==> config.mk <==
export PLATFORM = sky130hd
export DESIGN_NAME = fetch_unit_flat
export DESIGN_NICKNAME = d
export VERILOG_FILES = /design/src/rtl/fetch_unit_if.sv /design/src/rtl/fetch_unit.sv /design/src/flat_wrapper.sv
export SDC_FILE = /design/constraint.sdc
export NUM_CORES = 1
export LEC_CHECK = 0
export CAP_MARGIN = 40
export CORE_MARGIN = 8
export CORE_UTILIZATION = 28
export CTS_BUF_LIST = sky130_fd_sc_hd__clkbuf_8
export DETAILED_ROUTE_END_ITERATION = 10
export HOLD_SLACK_MARGIN = 0.05
export PLACE_DENSITY_LB_ADDON = 0.3
export SLEW_MARGIN = 20
export SYNTH_ARGS = -nofsm -noshare
export SYNTH_HDL_FRONTEND = slang
export SYNTH_SLANG_ARGS = --single-unit
==> constraint.sdc <==
create_clock -name clk -period 4.9 [get_ports clk]
set_input_delay 0.735 -clock clk [delete_from_list [all_inputs] [get_ports clk]]
set_output_delay 0.735 -clock clk [all_outputs]
set_load 0.02 [all_outputs]
==> src/rtl/fetch_unit_if.sv <==
// Fetch-stage bus bundle: instruction-memory req/ack, decode valid/ready and branch redirect.
// The master modport is the fetch unit; the slave modport is its environment.
interface fetch_unit_if;
    localparam int unsigned XLEN = 64;
    localparam int unsigned ILEN = 32;

    logic            imem_req;
    logic [XLEN-1:0] imem_addr;
    logic            imem_ack;
    logic [ILEN-1:0] imem_data;
    logic            instr_valid;
    logic [ILEN-1:0] instruction;
    logic [XLEN-1:0] instr_pc;
    logic            instr_ready;
    logic            branch_taken;
    logic [XLEN-1:0] branch_pc;
    logic [XLEN-1:0] branch_offset;

    modport master (
        output imem_req, imem_addr, instr_valid, instruction, instr_pc,
        input  imem_ack, imem_data, instr_ready, branch_taken, branch_pc, branch_offset
    );

    modport slave (
        input  imem_req, imem_addr, instr_valid, instruction, instr_pc,
        output imem_ack, imem_data, instr_ready, branch_taken, branch_pc, branch_offset
    );
endinterface

==> src/rtl/fetch_unit.sv <==
// Instruction fetch stage: owns the PC, fetches words over req/ack, buffers one
// instruction toward decode and redirects on resolved branches.
module fetch_unit #(
    parameter logic [63:0] RESET_PC = 64'h0
) (
    input  logic         clk,
    input  logic         reset_n,
    fetch_unit_if.master bus
);
    localparam int unsigned XLEN = 64;
    localparam int unsigned ILEN = 32;

    typedef enum logic [1:0] {
        IDLE  = 2'd0,
        FETCH = 2'd1,
        HOLD  = 2'd2,
        DROP  = 2'd3
    } state_e;

    state_e          state_q, state_d;
    logic [XLEN-1:0] pc_q, pc_d;
    logic [XLEN-1:0] req_addr_q, req_addr_d;
    logic [ILEN-1:0] instr_q, instr_d;
    logic [XLEN-1:0] instr_pc_q, instr_pc_d;
    logic            valid_q, valid_d;
    logic            req_q, req_d;
    logic [XLEN-1:0] target_c;

    // Redirect target is word aligned; sum wraps modulo 2^64.
    assign target_c = (bus.branch_pc + bus.branch_offset) & ~XLEN'(3);

    always_ff @(posedge clk or negedge reset_n) begin
        if (!reset_n) state_q <= IDLE;
        else          state_q <= state_d;
    end

    always_comb begin
        state_d = state_q;
        case (state_q)
            IDLE:  state_d = FETCH;
            FETCH: begin
                if (bus.branch_taken) state_d = bus.imem_ack ? FETCH : DROP;
                else if (bus.imem_ack) state_d = HOLD;
            end
            HOLD:  if (bus.branch_taken || bus.instr_ready) state_d = FETCH;
            DROP:  if (bus.imem_ack) state_d = FETCH;
            default: state_d = IDLE;
        endcase
    end

    // Datapath next values; a redirect always outranks a decode handshake.
    always_comb begin
        pc_d       = pc_q;
        req_addr_d = req_addr_q;
        instr_d    = instr_q;
        instr_pc_d = instr_pc_q;
        valid_d    = valid_q;
        case (state_q)
            IDLE: begin
                if (bus.branch_taken) begin
                    pc_d       = target_c;
                    req_addr_d = target_c;
                end else begin
                    req_addr_d = pc_q;
                end
            end
            FETCH: begin
                if (bus.branch_taken) begin
                    pc_d = target_c;
                    if (bus.imem_ack) req_addr_d = target_c;
                end else if (bus.imem_ack) begin
                    instr_d    = bus.imem_data;
                    instr_pc_d = req_addr_q;
                    valid_d    = 1'b1;
                    pc_d       = req_addr_q + XLEN'(4);
                end
            end
            HOLD: begin
                if (bus.branch_taken) begin
                    valid_d    = 1'b0;
                    pc_d       = target_c;
                    req_addr_d = target_c;
                end else if (bus.instr_ready) begin
                    valid_d    = 1'b0;
                    req_addr_d = pc_q;
                end
            end
            DROP: begin
                if (bus.branch_taken) pc_d = target_c;
                if (bus.imem_ack) req_addr_d = bus.branch_taken ? target_c : pc_q;
            end
            default: ;
        endcase
    end

    assign req_d = (state_d == FETCH) || (state_d == DROP);

    always_ff @(posedge clk or negedge reset_n) begin
        if (!reset_n) begin
            pc_q       <= RESET_PC;
            req_addr_q <= RESET_PC;
            instr_q    <= '0;
            instr_pc_q <= '0;
            valid_q    <= 1'b0;
            req_q      <= 1'b0;
        end else begin
            pc_q       <= pc_d;
            req_addr_q <= req_addr_d;
            instr_q    <= instr_d;
            instr_pc_q <= instr_pc_d;
            valid_q    <= valid_d;
            req_q      <= req_d;
        end
    end

    assign bus.imem_req    = req_q;
    assign bus.imem_addr   = req_addr_q;
    assign bus.instr_valid = valid_q;
    assign bus.instruction = instr_q;
    assign bus.instr_pc    = instr_pc_q;
endmodule

==> src/flat_wrapper.sv <==
// flat-port wrapper written by rule: the top's interface ports become plain ports
module fetch_unit_flat 
#(
    parameter logic [63:0] RESET_PC = 64'h0
)
  (clk, reset_n, bus_imem_req, bus_imem_addr, bus_instr_valid, bus_instruction, bus_instr_pc, bus_imem_ack, bus_imem_data, bus_instr_ready, bus_branch_taken, bus_branch_pc, bus_branch_offset);
  fetch_unit_if bus_i ();
  input  logic clk;
  input  logic reset_n;
  output wire logic [$bits(bus_i.imem_req)-1:0] bus_imem_req;
  output wire logic [$bits(bus_i.imem_addr)-1:0] bus_imem_addr;
  output wire logic [$bits(bus_i.instr_valid)-1:0] bus_instr_valid;
  output wire logic [$bits(bus_i.instruction)-1:0] bus_instruction;
  output wire logic [$bits(bus_i.instr_pc)-1:0] bus_instr_pc;
  input wire logic [$bits(bus_i.imem_ack)-1:0] bus_imem_ack;
  input wire logic [$bits(bus_i.imem_data)-1:0] bus_imem_data;
  input wire logic [$bits(bus_i.instr_ready)-1:0] bus_instr_ready;
  input wire logic [$bits(bus_i.branch_taken)-1:0] bus_branch_taken;
  input wire logic [$bits(bus_i.branch_pc)-1:0] bus_branch_pc;
  input wire logic [$bits(bus_i.branch_offset)-1:0] bus_branch_offset;
  assign bus_imem_req = bus_i.imem_req;
  assign bus_imem_addr = bus_i.imem_addr;
  assign bus_instr_valid = bus_i.instr_valid;
  assign bus_instruction = bus_i.instruction;
  assign bus_instr_pc = bus_i.instr_pc;
  assign bus_i.imem_ack = bus_imem_ack;
  assign bus_i.imem_data = bus_imem_data;
  assign bus_i.instr_ready = bus_instr_ready;
  assign bus_i.branch_taken = bus_branch_taken;
  assign bus_i.branch_pc = bus_branch_pc;
  assign bus_i.branch_offset = bus_branch_offset;
  fetch_unit #(.RESET_PC(RESET_PC)) u_core (.clk(clk), .reset_n(reset_n), .bus(bus_i));
endmodule
Yosys cells after proc, flatten, opt, wreduce, memory -nomap -nowiden:

Index checks and enable logic that the tools add are counted.

* register bits after elaboration: 228
* bits in latches: 0
* memory bits (writable): 0
* bits in read-only memories: 0
* output and inout bits: 162
* logic and storage cells: 50
* memories kept: 0

* add/subtract/negate cells: 2
* $mul: 0
* div/mod/pow operators: 0
* $lt $le $gt $ge: 0
* equality and inequality tests: 11
* shift-type cells: 0
* muxes and demuxes: 21
* bitwise logic cells: 1
* reduce and logical (&&, ||, !) cells: 8

Operators with widths (count)
* $mux 64: 8
* $pmux 64 s4: 1
* $pmux 64 s2: 1
* $add 64x3->64 const B: 1
* $add 64x64->64: 1
* $mux 2: 5
* $ne 2x2->1 const B: 4
* $pmux 2 s4: 1
* $reduce_and 4->1: 2
* $eq 2x2->1 const B: 3
* $ne 3x3->1 const B: 2
* $eq 2x1->1 const B: 2
* $mux 1: 4
* $reduce_and 3->1: 1
* $reduce_or 3->1: 1
* $logic_not 2->1: 1
* $logic_or 1x1->1: 2
* $pmux 1 s2: 1
* $reduce_bool 2->1: 1
* $not 1->1: 1

Longest topological paths before layout:

Gate-level depths: netlist of run 1.

* word-level depth: 5
* gate-level depth with buffers: 12
* gate-level depth less buffers: 11

Least setup slack after synthesis of run 1:

Ideal clock, no wire load.

* kind: input to register
* start: input bus_branch_offset[19]
* end: register u_core.req_addr_q[60], in the netlist u_core.bus.imem_addr[60]
* setup time: 0.128 ns
* arrival time: 3.349 ns
* required time: 4.772 ns
* slack: 1.423 ns
* cell stages on the path: 12
* path buffers: 1
* cells stage by stage: ha_1 > buf_4 > nand4_1 > or3_1 > or3_1 > o32a_2 > a2111oi_4 > a21oi_2 > o21a_4 > o31ai_4 > mux2i_1 > nand3_1

* word-level cells in the longest chain between the ends: 4
* elaborated cells on any way between the ends: 7
* those cells by class: add/sub: 1; mux: 6

RTL lines
* from (decl): line flat_wrapper.sv:20 `input wire logic [$bits(bus_i.branch_offset)-1:0] bus_branch_offset;`
* $add 64x64->64 *: line fetch_unit.sv:30 `assign target_c = (bus.branch_pc + bus.branch_offset) & ~XLEN'(3);`
* $mux 64, on equally long branches
* $mux 64, on equally long branches: line fetch_unit.sv:90, fetch_unit.sv:68
* $pmux 64 s4 *: line fetch_unit.sv:58 `case (state_q)`
* to (signal assigned): line fetch_unit.sv:108 `req_addr_q <= req_addr_d;`
* to (decl): line fetch_unit.sv:22 `logic [XLEN-1:0] req_addr_q, req_addr_d;`

Mark *: on every way between the ends. The rest lies on a longest branch, timed or not. The select of a mux whose other input is x is not followed.
A chain may end at the register's enable or synchronous reset.

Final worst setup path of run 1:

* start: input bus_branch_pc[2]
* end: register u_core.req_addr_q[63], in the netlist u_core.bus.imem_addr[63]

* word-level cells in the longest chain between the ends: 4
* elaborated cells on any way between the ends: 7
* those cells by class: add/sub: 1; mux: 6

RTL lines
* from (decl): line flat_wrapper.sv:19 `input wire logic [$bits(bus_i.branch_pc)-1:0] bus_branch_pc;`
* $add 64x64->64 *: line fetch_unit.sv:30
* $mux 64, on equally long branches
* $mux 64, on equally long branches: line fetch_unit.sv:90, fetch_unit.sv:68
* $pmux 64 s4 *: line fetch_unit.sv:58

Marked as above.

==> metrics.cfg, run 1 <==
[synth]
synth_compound_area_frac = 0.179
synth_cells = 1628
ys_types = 63
synthesis.nets = 1856
synth_top_family_by_area = compound AO/OA/AOI/OAI gates
synth_seq_area_share = 0.395
synth-edff-count = 0
synth-warning-count = 0
mappedNetlistArea_um2 = 14400
syn_area_per_cell_um2 = 8.83
synth_fa_ha_area_frac = 0.0548
synth_xor_xnor_area_share = 0.0707
async_flop_share = 1.00
synth_ff_type = dfrtp_1
yosys_register_bits = 227
muxShareOfSynthArea = 0.0877
synthSimpleGateAreaFrac = 0.169

[floorplanning]
pin_count = 327
initial_core_util = 0.281
fp-row-count = 83
die_h_um = 243
die_w_um = 243
die_area_um2 = 58900
coreArea_um2 = 51100

[placement]
gp_congestion = 0.879
port_buffers = 326
dp_hpwl_mm = 39.0

[global_route]
grt_usage = 0.170
grt_max_degree = 127
grt_pass1_wl_mm = 80.9
grt_pass1_vias = 13500
antenna_found_initial = 1
grt-ovfl-total = 0

[detailed_routing]
ant_nets = 0
wl_met2_mm = 23.6
dr_wl_met3_mm = 3.07
post_drt_wl_per_cell_um = 19.4
wl_met1_mm = 23.5
routed_wl_mm = 51.4
drt_iter0_drc = 929
via_count = 13400
dr.pass1.iters = 5
routed_via_density = 5.04
post-route-drc-count = 0
top_layer = met4

[finish]
area_growth_pct = 34.5
utilization = 0.378
fin_nets = 2161
drive_gt1_frac = 0.111

[min_path]
hold_path_class = flip-flop to flip-flop
holdPathEnd = u_core.bus.imem_addr[0]
holdCritStartpoint = u_core.pc_q[0]
hold_depth = 2

[status]
status = finished, final reports clean

[sta]
min_period_ps = 4180
relSlewSlack = 0.441
clock_skew_ps = 22.8
min_period_over_period = 0.854
rsz0062_at_grt = no
fmax_mhz = 239
setup_viol = 0
finalMaxSlewViolations = 0
worst_slew_pin_slew_ps = 839
hold_viol_final = 0

[setup_path]
critPathLaunchType = primary input
r2r_setup_slack_ps = 1460
crit_top_cell = o21ai_0
cp.arrival_ps = 4660
crit_chain = clkdlybuf4s50_1 > ha_1 > a21oi_1 > a211oi_1 > o21ai_0 > a311oi_1 > buf_4 > o21ai_0 > a31oi_1 > a31oi_1 > o21ai_0 > mux2i_1 > nand3_1
r2r-start = u_core.bus.imem_addr[12]
endpoint_kind = flip-flop
critPathSlowestCell = o21ai_0
startpoint = bus_branch_pc[2]
cp.required_ps = 5380
reg2reg_depth = 8
path_max_fanout = 4
slowest_delay_ps = 520
worstReg2RegEnd = u_core.pc_q[56]
critPathKind = primary input to flip-flop

[clock_network]
clock_path_buffers = 3
cts_root_buffer = clkbuf_8
clkLatencyLatePin_ps = 600
path_clk_slew_ps = 60
htree_levels = 2
clock-sinks = 227
cts_tree = done
cts_buffers = 45

[power_and_ir_drop]
ir_drop_mv = 0.152
power_density_nw_per_um2 = 480
p_comb_frac = 0.430
switching_share = 0.390
clkPwrFrac = 0.230
p_int_w = 0.00566
p_leak_nw = 7.94
seqPwrFrac = 0.341
p_sw_w = 0.00362
power_w = 0.00928

[flow_run]
cap_violations = 0

-- power by group through the flow --
stage	Clock (W)	Combinational, W	Sequential (W)
floorplan	0	0.00153	0.00365
global placement	0	0.00397	0.00316
detailed placement	0	0.00401	0.00320
CTS	0.00221	0.00403	0.00317
global route	0.00228	0.00430	0.00327
finish	0.00213	0.00399	0.00316
-- critical path, delay by kind of cell --
| family | cells | cell delay, ps |
|---|---|---|
| compound gates | 8 | 2630 |
| buf+inv | 2 | 590 |
| fa+ha+maj | 1 | 360 |
| mux | 1 | 260 |
| simple gates | 1 | 90 |
-- per-stage QoR --
step | hold WS, ps | instance area [um2] | setup TNS, ps | worst slack, ps | std cells
global placement | 480 | 18200 | -4.10 | -4.10 | 2561
global route | 515 | 19300 | 0 | 592 | 2648
CTS | 266 | 19300 | 0 | 743 | 2645
detailed placement | 487 | 18300 | 0 | 99.2 | 2564
finish | 497 | 19300 | 0 | 716 | 2648
floorplan | 439 | 14400 | 0 | 1420 | 1628
-- repair_timing --
item / CTS / global route
hold buffers: 0 / 1
buffers inserted: 0 / 0
gates resized for setup: 0 / 0
hold endpoints to repair: 0 / 36
-- sequential cells by signal (all words and copies together), names as in the netlist --
name / cells
u_core.bus.imem_req: 1
u_core.pc_q: 64
u_core.bus.instr_valid: 1
u_core.bus.instr_pc: 64
u_core.state_q: 1
u_core.bus.imem_addr: 64
u_core.bus.instruction: 32
-- kinds of logic (layout without fill, tap and decap cells) --
kind of cell | after synthesis | after routing
fa+ha+maj | 63 | 63
xor+xnor | 116 | 116
mux | 114 | 114
buf+inv | 124 | 463
compound gates | 432 | 432
flops | 227 | 227
other cells | 0 | 1
simple gates | 552 | 552
-- layout make-up --
type / instances / area (um2)
diodes: 1 / 2.50
clock buffers: 56 / 771
clock inverters: 25 / 224
fillers: 5211 / 31800
inverters: 23 / 86.3
multi-input cells: 1277 / 8120
flip-flops and latches: 227 / 5680
well taps: 680 / 851
repair buffers: 359 / 3600
-- cells in the mapped netlist, types with 4 or more instances --
cell | count | area [um2]
a21o_1 | 35 | 263
nand4_1 | 32 | 200
nand2_1 | 234 | 878
o21bai_1 | 14 | 105
a31oi_1 | 39 | 244
and2_1 | 5 | 31.3
xnor2_1 | 68 | 596
nand3_1 | 54 | 270
buf_1 | 9 | 33.8
and3_1 | 20 | 125
dfrtp_1 | 227 | 5680
ha_1 | 63 | 788
a211oi_1 | 16 | 120
buf_4 | 5 | 37.5
xor2_1 | 48 | 420
and4_1 | 4 | 35.0
nor4_1 | 11 | 68.8
or3_1 | 12 | 75.1
mux2_2 | 96 | 1080
a21oi_1 | 166 | 831
inv_1 | 23 | 86.3
mux2i_1 | 18 | 180
nor2_1 | 146 | 548
clkbuf_8 | 7 | 96.3
nor3_1 | 22 | 110
o21a_1 | 12 | 90.1
o211ai_1 | 5 | 37.5
clkbuf_1 | 72 | 270
o21ai_0 | 112 | 561
-- metal layers --
layer	vias to the layer above	GRT usage
met1	6471	0.230
met3	80	0.0359
met4	0	0.0497
met2	422	0.270
li1	6386	-
met5	-	0
-- placed cells by master (no fill, tap or decap), drive strengths merged, types with 4 or more instances in the layout --
| master | instances |
|---|---|
| o21a | 13 |
| or3 | 12 |
| xor2 | 48 |
| and3 | 21 |
| nand2 | 234 |
| mux2 | 96 |
| a211oi | 16 |
| o21bai | 14 |
| nand3 | 54 |
| a221o | 4 |
| nor4 | 11 |
| a31oi | 39 |
| clkinv | 7 |
| a21o | 35 |
| bufinv | 4 |
| xnor2 | 68 |
| inv | 36 |
| a21oi | 167 |
| mux2i | 18 |
| o21ai | 112 |
| buf | 34 |
| clkbuf | 56 |
| ha | 63 |
| o31ai | 4 |
| nand4 | 32 |
| and2 | 5 |
| o211ai | 5 |
| dfrtp | 227 |
| nor3 | 23 |
| clkdlybuf4s50 | 324 |
| nor2 | 146 |
| and4 | 4 |
-- how the worst max path moves through the flow --
| stage | slack (ps) | end |
|---|---|---|
| final | 720 | u_core.bus.imem_addr[63] |
| after CTS | 740 | u_core.bus.imem_addr[63] |
| after global routing | 590 | u_core.bus.imem_addr[63] |
| after floorplan | 1420 | u_core.bus.imem_addr[60] |
| after global placement | -4 | u_core.bus.imem_addr[63] |
| after detailed placement | 100 | u_core.bus.imem_addr[63] |
Power figures use the tool's default switching activity.
==> run 2: changes to the inputs <==
--- a/config.mk
+++ b/config.mk
@@ -10,6 +10,7 @@
 export CORE_UTILIZATION = 28
 export CTS_BUF_LIST = sky130_fd_sc_hd__clkbuf_8
 export DETAILED_ROUTE_END_ITERATION = 10
+export GPL_ROUTABILITY_DRIVEN = 0
 export HOLD_SLACK_MARGIN = 0.05
 export PLACE_DENSITY_LB_ADDON = 0.3
 export SLEW_MARGIN = 20
==> results of run 2 <==
No change in the layout: final DEF, timing and power equal those of run 1.
